## src/rtl/alu_seq_pkg.sv

```systemverilog
// Shared opcode and FSM state types for the multi-cycle ALU.
package alu_seq_pkg;

    localparam int OP_BITS = 4;

    typedef enum logic [OP_BITS-1:0] {
        OP_PASS   = 4'd0,
        OP_ADD    = 4'd1,
        OP_ADDC   = 4'd2,
        OP_SUB    = 4'd3,
        OP_XOR    = 4'd4,
        OP_OR     = 4'd5,
        OP_AND    = 4'd6,
        OP_SRL    = 4'd7,
        OP_SLL    = 4'd8,
        OP_CMP_EQ = 4'd9
    } op_e;

    typedef enum logic [1:0] {
        IDLE  = 2'd0,
        SHIFT = 2'd1,
        HOLD  = 2'd2
    } state_e;

    function automatic logic is_shift(op_e op);
        return (op == OP_SRL) || (op == OP_SLL);
    endfunction

endpackage

```

## src/rtl/alu_seq_if.sv

```systemverilog
// Request/response bundle between the register-file read side and writeback/branch logic.
// Handshake: a transfer happens on a rising edge where valid && ready are both high; a producer
// holds its payload stable while valid is high and ready is low.
interface alu_seq_if #(
    parameter int WIDTH = 8,
    parameter int OP_W  = 4
);
    logic             in_valid;
    logic             in_ready;
    logic [OP_W-1:0]  op;
    logic [WIDTH-1:0] a;
    logic [WIDTH-1:0] b;
    logic             flush;
    logic             out_valid;
    logic             out_ready;
    logic [WIDTH-1:0] rslt;
    logic             wr_en;
    logic             sc;
    logic             zero;
    logic             pari;
    logic             eq;

    modport master (
        output in_valid, op, a, b, flush, out_ready,
        input  in_ready, out_valid, rslt, wr_en, sc, zero, pari, eq
    );

    modport slave (
        input  in_valid, op, a, b, flush, out_ready,
        output in_ready, out_valid, rslt, wr_en, sc, zero, pari, eq
    );
endinterface

```

## src/rtl/alu_seq_logic.sv

```systemverilog
// Single-cycle combinational operations; shifts here only cover the zero-amount case.
module alu_seq_logic
    import alu_seq_pkg::*;
#(
    parameter int WIDTH = 8,
    parameter int SH_W  = $clog2(WIDTH)
) (
    input  logic [WIDTH-1:0] a,
    input  logic [WIDTH-1:0] b,
    input  logic             sc_in,
    input  op_e              op,
    output logic [WIDTH-1:0] rslt,
    output logic             carry,
    output logic             carry_valid,
    output logic             wr_en
);
    logic [WIDTH:0] sum;

    always_comb begin
        sum         = '0;
        rslt        = '0;
        carry       = 1'b0;
        carry_valid = 1'b0;
        wr_en       = 1'b1;
        case (op)
            OP_PASS: rslt = b;
            OP_ADD: begin
                sum         = {1'b0, a} + {1'b0, b};
                rslt        = sum[WIDTH-1:0];
                carry       = sum[WIDTH];
                carry_valid = 1'b1;
            end
            OP_ADDC: begin
                sum         = {1'b0, a} + {1'b0, b} + {{WIDTH{1'b0}}, sc_in};
                rslt        = sum[WIDTH-1:0];
                carry       = sum[WIDTH];
                carry_valid = 1'b1;
            end
            OP_SUB: begin
                // Carry out of a + ~b + 1 is the unsigned a >= b flag.
                sum         = {1'b0, a} + {1'b0, ~b} + {{WIDTH{1'b0}}, 1'b1};
                rslt        = sum[WIDTH-1:0];
                carry       = sum[WIDTH];
                carry_valid = 1'b1;
            end
            OP_XOR:    rslt = a ^ b;
            OP_OR:     rslt = a | b;
            OP_AND:    rslt = a & b;
            OP_SRL:    rslt = a >> b[SH_W-1:0];
            OP_SLL:    rslt = a << b[SH_W-1:0];
            OP_CMP_EQ: wr_en = 1'b0;
            default:   wr_en = 1'b0;
        endcase
    end
endmodule

```

## src/rtl/alu_seq.sv

```systemverilog
// Multi-cycle ALU: FSM, iterative shifter, persistent carry and registered result/flags.
module alu_seq
    import alu_seq_pkg::*;
#(
    parameter int WIDTH = 8,
    parameter int OP_W  = OP_BITS,
    parameter int SH_W  = $clog2(WIDTH)
) (
    input  logic       clk,
    input  logic       rst_n,
    alu_seq_if.slave   bus,
    output state_e     dbg_state
);
    state_e           state_q, state_d;
    logic [WIDTH-1:0] work_q;
    logic [SH_W-1:0]  count_q;
    logic             dir_left_q;
    logic [WIDTH-1:0] rslt_q;
    logic             wr_en_q, sc_q, zero_q, pari_q, eq_q;

    logic             in_ready, out_valid, accept;
    op_e              op_in;
    logic [SH_W-1:0]  sh_amt;
    logic             start_shift, last_shift;
    logic [WIDTH-1:0] work_next;
    logic             shadow;

    logic [WIDTH-1:0] lg_rslt;
    logic             lg_carry, lg_carry_valid, lg_wr_en;

    assign op_in       = op_e'(bus.op);
    assign sh_amt      = bus.b[SH_W-1:0];
    assign start_shift = is_shift(op_in) && (sh_amt != '0);
    assign last_shift  = (count_q == SH_W'(1));

    alu_seq_logic #(.WIDTH(WIDTH), .SH_W(SH_W)) u_logic (
        .a           (bus.a),
        .b           (bus.b),
        .sc_in       (sc_q),
        .op          (op_in),
        .rslt        (lg_rslt),
        .carry       (lg_carry),
        .carry_valid (lg_carry_valid),
        .wr_en       (lg_wr_en)
    );

    always_ff @(posedge clk or negedge rst_n) begin
        if (!rst_n) state_q <= IDLE;
        else        state_q <= state_d;
    end

    // flush wins over both a new accept and normal progress.
    always_comb begin
        state_d   = state_q;
        in_ready  = 1'b0;
        out_valid = 1'b0;
        case (state_q)
            IDLE:    in_ready = 1'b1;
            HOLD: begin
                out_valid = 1'b1;
                in_ready  = bus.out_ready;
            end
            default: ;
        endcase
        accept = bus.in_valid && in_ready && !bus.flush;
        case (state_q)
            IDLE: if (accept) state_d = start_shift ? SHIFT : HOLD;
            SHIFT: begin
                if (bus.flush)       state_d = IDLE;
                else if (last_shift) state_d = HOLD;
            end
            HOLD: begin
                if (bus.flush)          state_d = IDLE;
                else if (accept)        state_d = start_shift ? SHIFT : HOLD;
                else if (bus.out_ready) state_d = IDLE;
            end
            default: state_d = IDLE;
        endcase
    end

    always_comb begin
        work_next = dir_left_q ? {work_q[WIDTH-2:0], 1'b0} : {1'b0, work_q[WIDTH-1:1]};
        shadow    = dir_left_q ? work_q[WIDTH-1] : work_q[0];
    end

    always_ff @(posedge clk or negedge rst_n) begin
        if (!rst_n) begin
            work_q     <= '0;
            count_q    <= '0;
            dir_left_q <= 1'b0;
            rslt_q     <= '0;
            wr_en_q    <= 1'b0;
            sc_q       <= 1'b0;
            zero_q     <= 1'b0;
            pari_q     <= 1'b0;
            eq_q       <= 1'b0;
        end else if (accept) begin
            if (start_shift) begin
                work_q     <= bus.a;
                count_q    <= sh_amt;
                dir_left_q <= (op_in == OP_SLL);
            end else begin
                rslt_q  <= lg_rslt;
                wr_en_q <= lg_wr_en;
                zero_q  <= (lg_rslt == '0);
                pari_q  <= ^lg_rslt;
                if (lg_carry_valid)      sc_q <= lg_carry;
                if (op_in == OP_CMP_EQ)  eq_q <= (bus.a == bus.b);
            end
        end else if (state_q == SHIFT && !bus.flush) begin
            work_q  <= work_next;
            count_q <= count_q - SH_W'(1);
            if (last_shift) begin
                rslt_q  <= work_next;
                wr_en_q <= 1'b1;
                zero_q  <= (work_next == '0);
                pari_q  <= ^work_next;
                sc_q    <= shadow;
            end
        end
    end

    assign bus.in_ready  = in_ready;
    assign bus.out_valid = out_valid;
    assign bus.rslt      = rslt_q;
    assign bus.wr_en     = wr_en_q;
    assign bus.sc        = sc_q;
    assign bus.zero      = zero_q;
    assign bus.pari      = pari_q;
    assign bus.eq        = eq_q;
    assign dbg_state     = state_q;
endmodule

```

## src/flat_wrapper.sv

```systemverilog
// flat-port wrapper written by rule: the top's interface ports become plain ports
module alu_seq_flat import alu_seq_pkg::*;
#(
    parameter int WIDTH = 8,
    parameter int OP_W  = OP_BITS,
    parameter int SH_W  = $clog2(WIDTH)
)
  (clk, rst_n, dbg_state, bus_in_valid, bus_op, bus_a, bus_b, bus_flush, bus_out_ready, bus_in_ready, bus_out_valid, bus_rslt, bus_wr_en, bus_sc, bus_zero, bus_pari, bus_eq);
  alu_seq_if #(.WIDTH(WIDTH), .OP_W(OP_W)) bus_i ();
  input  logic clk;
  input  logic rst_n;
  output state_e dbg_state;
  input wire logic [$bits(bus_i.in_valid)-1:0] bus_in_valid;
  input wire logic [$bits(bus_i.op)-1:0] bus_op;
  input wire logic [$bits(bus_i.a)-1:0] bus_a;
  input wire logic [$bits(bus_i.b)-1:0] bus_b;
  input wire logic [$bits(bus_i.flush)-1:0] bus_flush;
  input wire logic [$bits(bus_i.out_ready)-1:0] bus_out_ready;
  output wire logic [$bits(bus_i.in_ready)-1:0] bus_in_ready;
  output wire logic [$bits(bus_i.out_valid)-1:0] bus_out_valid;
  output wire logic [$bits(bus_i.rslt)-1:0] bus_rslt;
  output wire logic [$bits(bus_i.wr_en)-1:0] bus_wr_en;
  output wire logic [$bits(bus_i.sc)-1:0] bus_sc;
  output wire logic [$bits(bus_i.zero)-1:0] bus_zero;
  output wire logic [$bits(bus_i.pari)-1:0] bus_pari;
  output wire logic [$bits(bus_i.eq)-1:0] bus_eq;
  assign bus_i.in_valid = bus_in_valid;
  assign bus_i.op = bus_op;
  assign bus_i.a = bus_a;
  assign bus_i.b = bus_b;
  assign bus_i.flush = bus_flush;
  assign bus_i.out_ready = bus_out_ready;
  assign bus_in_ready = bus_i.in_ready;
  assign bus_out_valid = bus_i.out_valid;
  assign bus_rslt = bus_i.rslt;
  assign bus_wr_en = bus_i.wr_en;
  assign bus_sc = bus_i.sc;
  assign bus_zero = bus_i.zero;
  assign bus_pari = bus_i.pari;
  assign bus_eq = bus_i.eq;
  alu_seq #(.WIDTH(WIDTH), .OP_W(OP_W), .SH_W(SH_W)) u_core (.clk(clk), .rst_n(rst_n), .bus(bus_i), .dbg_state(dbg_state));
endmodule
```

## config.mk

```make
export PLATFORM = sky130hd
export DESIGN_NAME = alu_seq_flat
export DESIGN_NICKNAME = d
export VERILOG_FILES = /design/src/rtl/alu_seq_pkg.sv /design/src/rtl/alu_seq_if.sv /design/src/rtl/alu_seq_logic.sv /design/src/rtl/alu_seq.sv /design/src/flat_wrapper.sv
export SDC_FILE = /design/constraint.sdc
export NUM_CORES = 1
export LEC_CHECK = 0
export CAP_MARGIN = 30
export CELL_PAD_IN_SITES_DETAIL_PLACEMENT = 0
export CELL_PAD_IN_SITES_GLOBAL_PLACEMENT = 2
export CORE_MARGIN = 1.5
export CORE_UTILIZATION = 39
export DETAILED_ROUTE_END_ITERATION = 8
export GPL_TIMING_DRIVEN = 1
export PLACE_DENSITY_LB_ADDON = 0.1
export SYNTH_ARGS = -nofsm -noshare
export SYNTH_HDL_FRONTEND = slang
export SYNTH_HIERARCHICAL = 1
export SYNTH_SLANG_ARGS = --single-unit
```

## constraint.sdc

```tcl
create_clock -name clk -period 5.6 [get_ports clk]
set_input_delay 0.84 -clock clk [delete_from_list [all_inputs] [get_ports clk]]
set_output_delay 0.84 -clock clk [all_outputs]
set_load 0.005 [all_outputs]
```

==> impl_results.md, run 1 <==
* Status: completed
* IO Pins at 42
* Unrepaired setup endpoints after global routing: no
* Reg2reg end: u_core/bus.pari
* Mapped Area at roughly 3900 um^2
* Met3 layer wire length in the routed design at ~650 um
* Fin Setup TNS at 0 ps
* Layout filler cell count at ~1000
* Post-synth ARST share at 100%
* GP Congestion at approximately 0.85
* Starting Density at 40.2%
* Multi-input gate area at about 3000 um^2
* Tmin final at around 4800 ps
* DR vias at between 3k and 4k
* Hpwl dp at approximately 9.3 mm
* H-Tree Depth at 1
* Power Density at approximately 220 nW/um^2
* Worst Hold End: u_core/bus.rslt[2]
* Clock skew at around 5.7 ps
* Ys flop type: dfrtp_1
* Initial antenna violation count at 1
* M1 wire length at just under 6 mm
* Clk buf depth at 2
* Synth Register Bits at 27
* Largest net degree at the start of global routing at 28
* Setup violators final at 0
* Top cell type's share of synthesized area at about 17%
* Placeable Area at between 9000 and 10000 um^2
* Avg Synthesized Cell Area at between 8 and 9 um^2
* IR drop worst, VDD at around 0.00017 V
* Pint at ~0.62 mW
* Distinct cells, synth at 70
* Final Slew Violations at 0
* Final Hold Vio Count at 0
* Switching Share at 38.0%
* Nets at 540
* Post-Synthesis Cells at ~440
* Startpoint Class: input pin
* WL final at about 12 mm
* Top cell type by total area after synthesis: dfrtp_1
* First DRT Iteration DRCs at roughly 160
* CP Data Arrival Time at roughly 4900 ps
* Crit path kind: in -> reg
* Seq/Total Area, Yosys at ~17%
* Most instantiated library cell after synthesis: inv_1
* Fraction of layout cells with a size suffix above 1 at 17.1%
* Net Count, Synth at ~500
* Wire length on met2 at 5.15 mm
* DRT Pass-1 Iters at 4
* Row cnt at 36
* Worst hold stages at 1
* CTS buffer count at 3
* Max_cap viols at 0
* LEAKAGE at slightly below 2 nW
* Warnings, synthesis at 6
* DP Worst Slack at between 600 and 700 ps
* TritonCTS clock tree: yes
* DR top layer: met4
* R2r worst-path depth at 13
* RR Startpoint: u_core/bus.sc
* Power, Total at approximately 1 mW
* Post-CTS Setup Bufs at 0
* Die width at between 100 and 150 um
* Hold Path Class: reg -> reg
* List of most frequent post-synthesis cells: 43 x inv_1, 37 x ha_1, 35 x nor2_1, 30 x mux2_2, 27 x dfrtp_1
* Critical Path RT at between 5000 and 6000 ps
* Actual slew at the worst max-slew pin at roughly 840 ps
* Clock group share of total power at between 10% and 20%
* Critical path endpoint category: flip-flop
* Largest cells by area after synthesis: dfrtp_1 17%, ha_1 12%, mux2_2 8.6%
* Setup WS post-layout at about 850 ps
* R2R Setup Slk at ~2400 ps
* Avg WL per Cell at 19.4 um
* Peak Freq at about 210 MHz
* Seq pwr share at between 20% and 30%
* # clock sinks at 27
* Comb power frac at 59.3%
* Resized Gates After CTS at 0
* Final ANT Viol Nets at 0
* CTS Hold Buffers Added at 0
* Register Area at around 680 um^2
* GR Util All Layers at 22.8%
* Worst slew margin at ~44%
* Tcrit/Tclk final at 84.8%
* Die span in y at roughly 100 um
* First-pass GRT wire length at approximately 18 mm
* Vias/cell at between 5 and 6
* Clock transition at path regs at 90 ps
* Layout area overhead at 15.2%
* Min-delay src: u_core/bus.rslt[2]
* Number of I/O port buffers at 41
* Total gr overflow at 0
* Vias in the first global route at between 3k and 4k
* Psw at between 0.3 and 0.4 mW
* Drt drc at 0
* Number of synthesized flops with an enable pin at 0
* Worst-skew pair later-pin latency at between 200 and 300 ps
* Full die area at 10600 um^2
* Worst-path maximum fanout at 12
* Clock root cell: clkbuf_8
layout make-up:
type / count / area share, %
clock buffer: 3 / 0.916
tap: 133 / 3.69
timing repair buffer: 57 / 11.8
inverter: 43 / 3.58
multi-input combinational: 344 / 64.9
sequential: 27 / 15.0
clock inverter: 1 / 0.111
antenna: 1 / 0.0555
cells in the final DEF, fill, tap and decap left out, types with 4 or more instances in the layout:
cell type        netlist  layout
a211oi_1               8       8
a21oi_1               21      21
a22oi_1                4       4
a32oi_1                4       4
buf_4                  1      16
clkdlybuf4s50_1        0      41
dfrtp_1               27      27
ha_1                  37      37
inv_1                 43      43
mux2_2                30      30
mux2_4                 5       5
mux2i_1               25      25
mux4_2                 8       8
nand2_1               19      19
nand2b_1               5       5
nand3_1               12      12
nand4_1                4       4
nor2_1                35      35
nor2b_1                5       5
nor3_1                 4       4
nor4_1                 4       4
o211ai_1               5       5
o21ai_0               15      15
o22ai_1                5       5
xnor2_1               23      23
xor2_1                 5       5
power by group through the flow:
stage	Sequential [mW]	Clock [mW]	Combinational, mW
final	0.296	0.109	0.590
after global routing	0.303	0.121	0.653
after CTS	0.296	0.114	0.593
after detailed placement	0.300	0	0.590
after global placement	0.298	0	0.587
after floorplan	0.290	0	0.400
critical path: stages:
cell             delay, ps
clkdlybuf4s50_1        450
buf_4                  200
inv_1                  110
ha_1                   330
a211oi_1               410
nor2_2                 100
xnor2_2                380
nor2_1                 110
xor2_1                 170
a221oi_1               450
o221ai_1               290
inv_1                  150
ha_1                   250
xnor2_1                170
xnor2_1                130
mux2i_1                 80
mux2_2                 270
sequential cells by signal, summed over array words and instances (netlist names):
signal             flops
u_core/bus.rslt        8
u_core/work_q          8
u_core/count_q         3
u_core/dbg_state       2
u_core/bus.eq          1
u_core/bus.pari        1
u_core/bus.sc          1
u_core/bus.wr_en       1
u_core/bus.zero        1
u_core/dir_left_q      1
metrics by stage:
stage                     area, um^2  instances  util, %  hold WS [ps]
after detailed placement        4460        604     45.8           495
after global placement          4460        604     45.8           490
after CTS                       4500        608     46.3           516
after global routing            4500        608     46.3           532
after floorplan                 3910        439        -           492
final                           4510        609     46.3           511
layer usage:
layer | global-route usage [%] | vias to the layer above
met2 | 35.3 | 68
met5 | 0 | -
li1 | - | 1662
met3 | 3.39 | 4
met1 | 34.4 | 1653
met4 | 2.81 | 0
how the worst max path moves through the flow:
| stage | startpoint | end | cells after the start |
|---|---|---|---|
| 2_1_floorplan | bus_b[1] | u_core/bus.pari | 16 |
| 3_3_place_gp | bus_a[1] | u_core/bus.pari | 17 |
| 3_5_place_dp | bus_a[1] | u_core/bus.pari | 17 |
| 4_1_cts | bus_a[1] | u_core/bus.pari | 17 |
| 5_1_grt | bus_a[1] | u_core/bus.pari | 17 |
| 6_report | bus_a[1] | u_core/bus.pari | 17 |
cells by family (layout without fill, tap and decap cells):
kind of cell | count (synthesis) | count (layout) | share of synthesized area [%]
simple gates | 110 | 110 | 15.6
compound gates | 97 | 97 | 17.6
mux | 68 | 68 | 21.6
buf+inv | 68 | 104 | 8.00
fa+ha+maj | 39 | 39 | 12.9
xor+xnor | 30 | 30 | 7.10
flops | 27 | 27 | 17.3
other cells | 0 | 1 | 0
Note: power is estimated with default switching activity, not from simulation.
==> run 2: changes to the inputs <==
Settings changed: CORE_UTILIZATION 39 to 36.
Clock period 5.6 ns to 4.9 ns, I/O delays scaled along.
==> run 2 against run 1 <==
  * Largest power group unchanged
  * Final area grew 1.0%
  * Global-route usage shrank 1.2 points
  * Critical endpoint unchanged
  * Clock skew shrank 2.0 ps
  * Combinational power grew 14%
  * Largest cell class unchanged
  * Core utilization shrank 2.6 points
==> impl_results.md, run 2 (synthesized netlist as in run 1, its figures left out) <==
* Worst slew margin at 36.9%
* WL final at 12.2 mm
* Die span in y at between 100 and 150 um
* Avg WL per Cell at about 20 um
* Worst-skew pair later-pin latency at between 200 and 300 ps
* Largest net degree at the start of global routing at 28
* Final Hold Vio Count at 0
* Critical Path RT at around 5100 ps
* Starting Density at a little under two fifths
* Delay-heaviest family, CP: compound AO/OA/AOI/OAI gates
* # clock sinks at 27
* GRT met3 Usage at under 10%
* Gr busiest metal: met2
* Clock root cell: clkbuf_8
* Full die area at 11500 um^2
* H-Tree Depth at 1
* Actual slew at the worst max-slew pin at 943 ps
* Tcrit/Tclk final at approximately 90%
* GR met1 Demand/Resource at 32.5%
* Power, Total at 1.14 mW
* Number of I/O port buffers at 41
* N_diodes at 0
* Layout area overhead at 16.3%
* Hold Path Class: reg -> reg
* Row cnt at 37
* Hpwl dp at just under 10 mm
* IR drop worst, VDD at around 0.00023 V
* Resized Gates After CTS at 0
* GR Util All Layers at a little over a fifth
* Max_cap viols at 0
* First DRT Iteration DRCs at about 240
* LEAKAGE at 2.00 nW
* DRT Pass-1 Iters at 5
* Worst-path maximum fanout at 11
* Setup violators final at 0
* WP buf/inv at 3
* Final Util at 43.7%
* GP Congestion at 0.977
* Placed cell area at about 4500 um^2
* Status: completed
* CP peak stage delay at slightly below 700 ps
* Crit path kind: in -> reg
* Fin Hold WS at between 500 and 600 ps
* CP Data Arrival Time at around 4600 ps
* Drt drc at 0
* CP Cell Sequence: clkdlybuf4s50_1 > inv_1 > ha_1 > nor4_1 > a2111oi_1 > o21bai_1 > a21oi_1 > xnor2_1 > o211ai_1 > inv_1 > ha_1 > xnor2_1 > xnor2_1 > mux2i_1 > mux2_2
* Clock transition at path regs at approximately 90 ps
* Vias in the first global route at roughly 3.4k
* CP max-delay cell: a2111oi_1
* CTS Hold Buffers Added at 0
* IO Pins at 42
* Post-CTS Setup Bufs at 0
* Tmin final at roughly 4400 ps
* TritonCTS clock tree: yes
* Fin cells at 617
* Fraction of layout cells with a size suffix above 1 at 17.9%
* Startpoint Class: input pin
* Grt met2 use at ~34%
* Placeable Area at 10400 um^2
* Most common cell after layout, fill and taps aside: inv_1
* Highest-count cells in the layout ignoring fill and taps: 43 x inv_1, 41 x clkdlybuf4s50_1, 37 x ha_1
* Fin Setup TNS at 0 ps
* Final Slew Violations at 0
* Post-route design area at ~4600 um^2
* First-pass GRT wire length at roughly 19 mm
* DR vias at 3492
* Total gr overflow at 0
* Cells after DPL at 613
* Clock skew at approximately 3.7 ps
* DP Worst Slack at 274 ps
* Power Density at 251 nW/um^2
* Final ANT Viol Nets at 0
* CTS buffer count at 3
* Clk buf depth at 2
* Die width at 107 um
* Peak Freq at between 200 and 250 MHz
* Unrepaired setup endpoints after global routing: no
* Initial antenna violation count at 0
* Vias/cell at 5.66
* Nets at roughly 550
* Setup WS post-layout at 509 ps
* Critical path endpoint category: flip-flop
* Cell mode on critical path: xnor2_1
==> run 2: cell type report <==
type,instances,area (um^2)
Sequential cell,27,676
Inverter,43,161
Timing Repair Buffer,63,576
Multi-Input combinational cell,344,2920
Tap cell,136,170
Clock buffer,4,45.0
Fill cell,1046,5870
==> run 2: routing by layer <==
layer,vias to the layer above,part of all wire (%),wire [um]
li1,1664,-,-
met1,1699,50,6110
met2,114,44,5370
met3,15,4.3,523
met4,0,1.2,146
met5,-,0,0
==> run 2: where the power goes <==
part / switching [mW] / internal (mW)
Sequential: 0.0482 / 0.291
Combinational: 0.316 / 0.359
Clock: 0.0706 / 0.0584
Total: 0.435 / 0.708
==> run 2: final timing paths <==
path                                         start                   to  slack, ps  depth (start not counted)
worst max-delay path                      bus_a[4]      u_core/bus.pari        510                         15
worst min register to register  u_core/bus.rslt[3]   u_core/bus.rslt[3]        510                          1
worst min-delay path            u_core/bus.rslt[3]   u_core/bus.rslt[3]        510                          1
min in group asynchronous                    rst_n  u_core/dbg_state[0]        830                          2
max in group asynchronous                    rst_n     u_core/work_q[5]       3800                          2
worst max register to register       u_core/bus.sc      u_core/bus.pari       2020                         13
==> run 2: worst reg2reg max path, stage by stage (launching register included) <==
cell and delay [ps]:
dfrtp_1 470, ha_1 250, ha_1 210, nand2_1 140, nor2_1 70, xor2_1 160
a221oi_1 260, o221ai_1 200, inv_1 120, ha_1 250, xnor2_1 190, xnor2_1 130
mux2i_1 70, mux2_2 260
==> RTL change 1 (config.mk and constraints of run 2) <==
`WIDTH` is set to 8 in 4 places; all go to 4.
--- a/src/rtl/alu_seq_if.sv
+++ b/src/rtl/alu_seq_if.sv
@@ -4,3 +4,3 @@
 interface alu_seq_if #(
-    parameter int WIDTH = 8,
+    parameter int WIDTH = 4,
     parameter int OP_W  = 4
--- a/src/rtl/alu_seq_logic.sv
+++ b/src/rtl/alu_seq_logic.sv
@@ -4,3 +4,3 @@
 #(
-    parameter int WIDTH = 8,
+    parameter int WIDTH = 4,
     parameter int SH_W  = $clog2(WIDTH)
--- a/src/rtl/alu_seq.sv
+++ b/src/rtl/alu_seq.sv
@@ -4,3 +4,3 @@
 #(
-    parameter int WIDTH = 8,
+    parameter int WIDTH = 4,
     parameter int OP_W  = OP_BITS,
--- a/src/flat_wrapper.sv
+++ b/src/flat_wrapper.sv
@@ -3,3 +3,3 @@
 #(
-    parameter int WIDTH = 8,
+    parameter int WIDTH = 4,
     parameter int OP_W  = OP_BITS,
Interface: changed (resized bus_a, bus_b and bus_rslt); port bits go from 42 to 30. The function was not compared with the original's and may differ.
==> RTL change 1 against run 2 <==
- setup slack better by 0.34 ns
- synthesized area is 43% lower
- wire length is 51% lower
- first-iteration DRC count is 40% lower
- fmax is 8.4% higher
- design area is 42% lower
- power is 40% lower
- sequential cell count is 9 lower
- synthesized cell count is 43% lower
==> RTL change 1: results (changes against run 2) <==
[pwr]
leakage_nw=1.193  ; -40%
peakVddDrop_mv=0.1741  ; -23%

[global_route]
grt_pass1_wl_mm=9.763  ; -48%
met2_usage_pct=30.17  ; -3.7 points
use_met3_pct=3.444  ; +1.3 points
met1_usage_pct=29.72  ; -2.8 points

[finish]
final_nets=320  ; -41%
filler_cell_count=611  ; -42%
final_cell_count_no_fill=354  ; -43%
drive_gt1_share_pct=13.26  ; -4.6 points

[synthesis]
postSynthCellCount=251  ; -43%
synth_compound_area_share_pct=20.80  ; +3.2 points
synth_top_cells_by_count=30 x inv_1, 20 x a21oi_1, 20 x ha_1
yosys.cell_types.count=61  ; -13%

[sta]
tightest_slew_ns=0.8343  ; -0.1092 ns
skew_ns=0.006243  ; +0.002510 ns

[setup_path]
ff2ff_path_depth=12  ; -1
critPathTopFamily=adder cells
cp.arrival_ns=4.18  ; -0.38 ns
critPathMaxFanout=8  ; -3
cp_slowest_cell=clkdlybuf4s50_1

[placement]
dp_hpwl_mm=4.760  ; -51%
dpl-instance-area_sq_mm=0.002589  ; -43%

[route]
via_count=1908  ; -45%
wirelength_mm=5.997  ; -51%

[status]
status=completed

[clock_network]
clk_latency_ns=0.25  ; -0.02 ns

[hold_path]
hp-start=u_core/bus.rslt[2]
whs_endpoint=u_core/bus.rslt[2]
hold_path_depth=2  ; +1

[RTL change 1: cell types whose count changed after synthesis, sizes merged, moves of 6 or more]
cell / before / now
dfrtp: 27 / 18
mux2i: 25 / 19
ha: 37 / 20
nor2: 37 / 13
buf: 12 / 6
clkbuf: 13 / 6
mux4: 8 / 2
nand3: 12 / 6
mux2: 35 / 7
xnor2: 24 / 2
inv: 43 / 30
[RTL change 1: worst register-to-register path: cells and delay by family, from the launching register on]
| kind | cells | cell delay, ns |
|---|---|---|
| fa+ha+maj | 3 | 0.74 |
| buf+inv | 1 | 0.08 |
| compound gates | 4 | 0.54 |
| xor+xnor | 1 | 0.14 |
| mux | 2 | 0.50 |
| simple gates | 1 | 0.07 |
| flops | 1 | 0.45 |
[RTL change 1: worst max-delay path by stage]
stage                         from  cells after the start  slack (ns)               to
after floorplan           bus_b[1]                     15        1.52  u_core/bus.pari
after global placement    bus_a[0]                     16        0.66  u_core/bus.pari
after detailed placement  bus_a[0]                     16        0.62  u_core/bus.pari
after CTS                 bus_a[0]                     16        0.87  u_core/bus.pari
after global routing      bus_a[0]                     16        0.68  u_core/bus.pari
final                     bus_a[0]                     16        0.85  u_core/bus.pari
[RTL change 1: metal layers]
layer	vias to the layer above	wire length, um
met5	-	0
met4	0	14
met3	2	298
met2	60	2756
met1	894	2928
li1	952	-
[RTL change 1: cell type report]
| cell class | count | share of cell area (%) |
|---|---|---|
| Multi-Input combinational cell | 191 | 60.13 |
| Sequential cell | 18 | 17.13 |
| Timing Repair Buffer | 37 | 13.32 |
| Inverter | 30 | 4.282 |
| Tap cell | 75 | 3.568 |
| Clock buffer | 3 | 1.570 |
[RTL change 1: cells by family (layout without fill, tap and decap cells)]
family,Yosys count,after routing
AOI/OAI and AO/OA,67,67
DFF,18,18
buffers and inverters,42,70
xor gates and xnor gates,10,10
muxes,28,28
and+or+nand+nor,64,64
adders and majority gates,22,22
[RTL change 1: through the flow]
| stage | hold WS [ns] | power (mW) | utilization (%) |
|---|---|---|---|
| global route | 0.5440 | 0.7455 | 44.42 |
| CTS | 0.5248 | 0.6935 | 44.42 |
| floorplan | 0.4394 | 0.4463 | - |
| finish | 0.5233 | 0.6811 | 44.42 |
| detailed placement | 0.4935 | 0.5855 | 43.72 |
| global placement | 0.5023 | 0.5841 | 43.72 |
[RTL change 1: power by group through the flow]
stage | Clock [mW] | Combinational (mW) | Sequential (mW)
global placement | 0 | 0.356 | 0.229
global route | 0.115 | 0.396 | 0.234
floorplan | 0 | 0.223 | 0.223
CTS | 0.107 | 0.358 | 0.229
detailed placement | 0 | 0.355 | 0.231
finish | 0.0999 | 0.353 | 0.228
==> RTL change 2 (flow settings as in run 2) <==
Made on the original files. Reset style: synchronous (`rst_n`), changed in 2 clocked blocks.
--- a/src/rtl/alu_seq.sv
+++ b/src/rtl/alu_seq.sv
@@ -46,3 +46,3 @@
 
-    always_ff @(posedge clk or negedge rst_n) begin
+    always_ff @(posedge clk) begin
         if (!rst_n) state_q <= IDLE;
@@ -85,3 +85,3 @@
 
-    always_ff @(posedge clk or negedge rst_n) begin
+    always_ff @(posedge clk) begin
         if (!rst_n) begin
Formal check against the unedited RTL: differs if rst_n is asserted again (counterexample within 4 cycles, from zero or initial values and one cycle with rst_n low); with rst_n held inactive, the same outputs for 10 cycles.
==> RTL change 2 against run 2 <==
- design area is 3.8% lower
- wire length increased by 5.4%
- worst hold slack lost 0.043 ns
- sequential cell count stayed put
- synthesized area decreased by 2.9%
- first-iteration DRC count rose by 13%
- power fell by 35%
- setup slack worse by 0.10 ns
- sequential power down 32%
- critical path type unchanged
- non-clock buffer count decreased by 6
==> RTL change 2: results (changes against run 2) <==
[status]
status=completed

[route]
via_count=3778  ; +8.2%
wirelength_mm=12.81  ; +5.4%
dr.pass1.iters=4  ; -1
avgRoutedWirePerCell_um=19.53  ; -0.84%
drt_iter0_drc=265  ; +13%

[finish]
final_nets=585  ; +7.1%
filler_cell_count=1086  ; +3.8%
drive_gt1_share_pct=8.462  ; -9.4 points

[global_route]
grt_pass1_wl_mm=19.97  ; +5.6%
met1_usage_pct=34.19  ; +1.7 points
met2_usage_pct=35.90  ; +2.1 points
grt_pass1_vias=3589  ; +5.9%

[pwr]
switchingPower_uw=295.0  ; -32%
peakVddDrop_mv=0.1293  ; -43%

[setup_path]
cp_slowest_cell=clkdlybuf4s50_1

[placement]
dpl.cell_count=652  ; +6.4%
dp_hpwl_mm=9.868  ; +1.3%

[synthesis]
postSynthCellCount=491  ; +12%
yosysSeqAreaShare_pct=14.23  ; -3.0 points
yosys.cell_types.count=69  ; -1.4%
async_flop_share_pct=0  ; -100 points
synth.area.mux_share_pct=11.03  ; -11 points
synth_top_cells_by_count=45 x nor2_1, 41 x inv_1, 41 x nand2_1

[sta]
skew_ns=0.009172  ; +0.005439 ns

==> RTL change 2: cell types whose count changed after synthesis, moves of 6 or more <==
cell | run 2 | this run
a211o_1 | 1 | 9
a21boi_1 | 0 | 6
and2_1 | 0 | 8
dfrtp_1 | 27 | 0
dfxtp_1 | 0 | 27
mux2_2 | 30 | 1
nand2_1 | 19 | 41
nor2_1 | 35 | 45
nor3_1 | 4 | 14
or3_1 | 0 | 9
==> RTL change 2: cell type report <==
type	count	area share (%)
Clock buffer	4	1.029
Multi-Input combinational cell	390	67.02
Inverter	42	3.601
Timing Repair Buffer	57	12.12
Tap cell	136	3.887
Sequential cell	27	12.35
==> RTL change 2: cells by family (layout without fill, tap and decap cells) <==
logic type / Yosys count / count (layout)
AOI/OAI and AO/OA: 128 / 128
xor gates and xnor gates: 30 / 30
adders and majority gates: 39 / 39
buffers and inverters: 74 / 103
DFF: 27 / 27
muxes: 33 / 33
and+or+nand+nor: 160 / 160
==> RTL change 2: worst reg2reg max path, cell delays in order (launching register included) <==
cell,delay [ns]
dfxtp_1,0.37
ha_1,0.24
ha_1,0.30
mux4_2,0.48
nor2_1,0.10
a211o_1,0.13
o221ai_1,0.11
inv_1,0.14
ha_1,0.26
xnor2_1,0.18
xnor2_1,0.14
o211ai_1,0.09
a21boi_0,0.19
==> RTL change 2: layer usage <==
layer	part of all wire, %	vias up
met4	0.81	0
met1	50	1825
met2	44	128
met5	0	-
met3	5.2	12
li1	-	1813
==> RTL change 2: final timing paths <==
check | startpoint | to | slack (ns) | cells past startpoint
setup / recovery | bus_a[6] | u_core/bus.pari | 0.41 | 16
hold reg to reg | u_core/bus.rslt[1] | u_core/bus.rslt[1] | 0.47 | 2
setup reg to reg | u_core/bus.sc | u_core/bus.pari | 2.10 | 12
hold / removal | u_core/bus.rslt[1] | u_core/bus.rslt[1] | 0.47 | 2
==> RTL change 2: power groups by stage <==
stage               Clock, mW  Combinational [mW]  Sequential (mW)
floorplan                   0               0.255            0.235
global placement            0               0.373            0.235
detailed placement          0               0.372            0.236
CTS                     0.135               0.374            0.230
global route            0.146               0.411            0.231
finish                  0.135               0.377            0.230
==> RTL change 2: through the flow <==
step	power, mW	cell area, sq um	hold slack (ns)	utilization [%]	setup slack, ns
after global routing	0.7888	4378	0.4943	42.60	0.1087
after global placement	0.6087	4333	0.4482	42.16	0.008487
after CTS	0.7399	4378	0.4673	42.60	0.3662
after detailed placement	0.6078	4333	0.4460	42.16	0.1112
after floorplan	0.4900	3799	0.4427	-	1.325
final	0.7427	4378	0.4668	42.60	0.4069
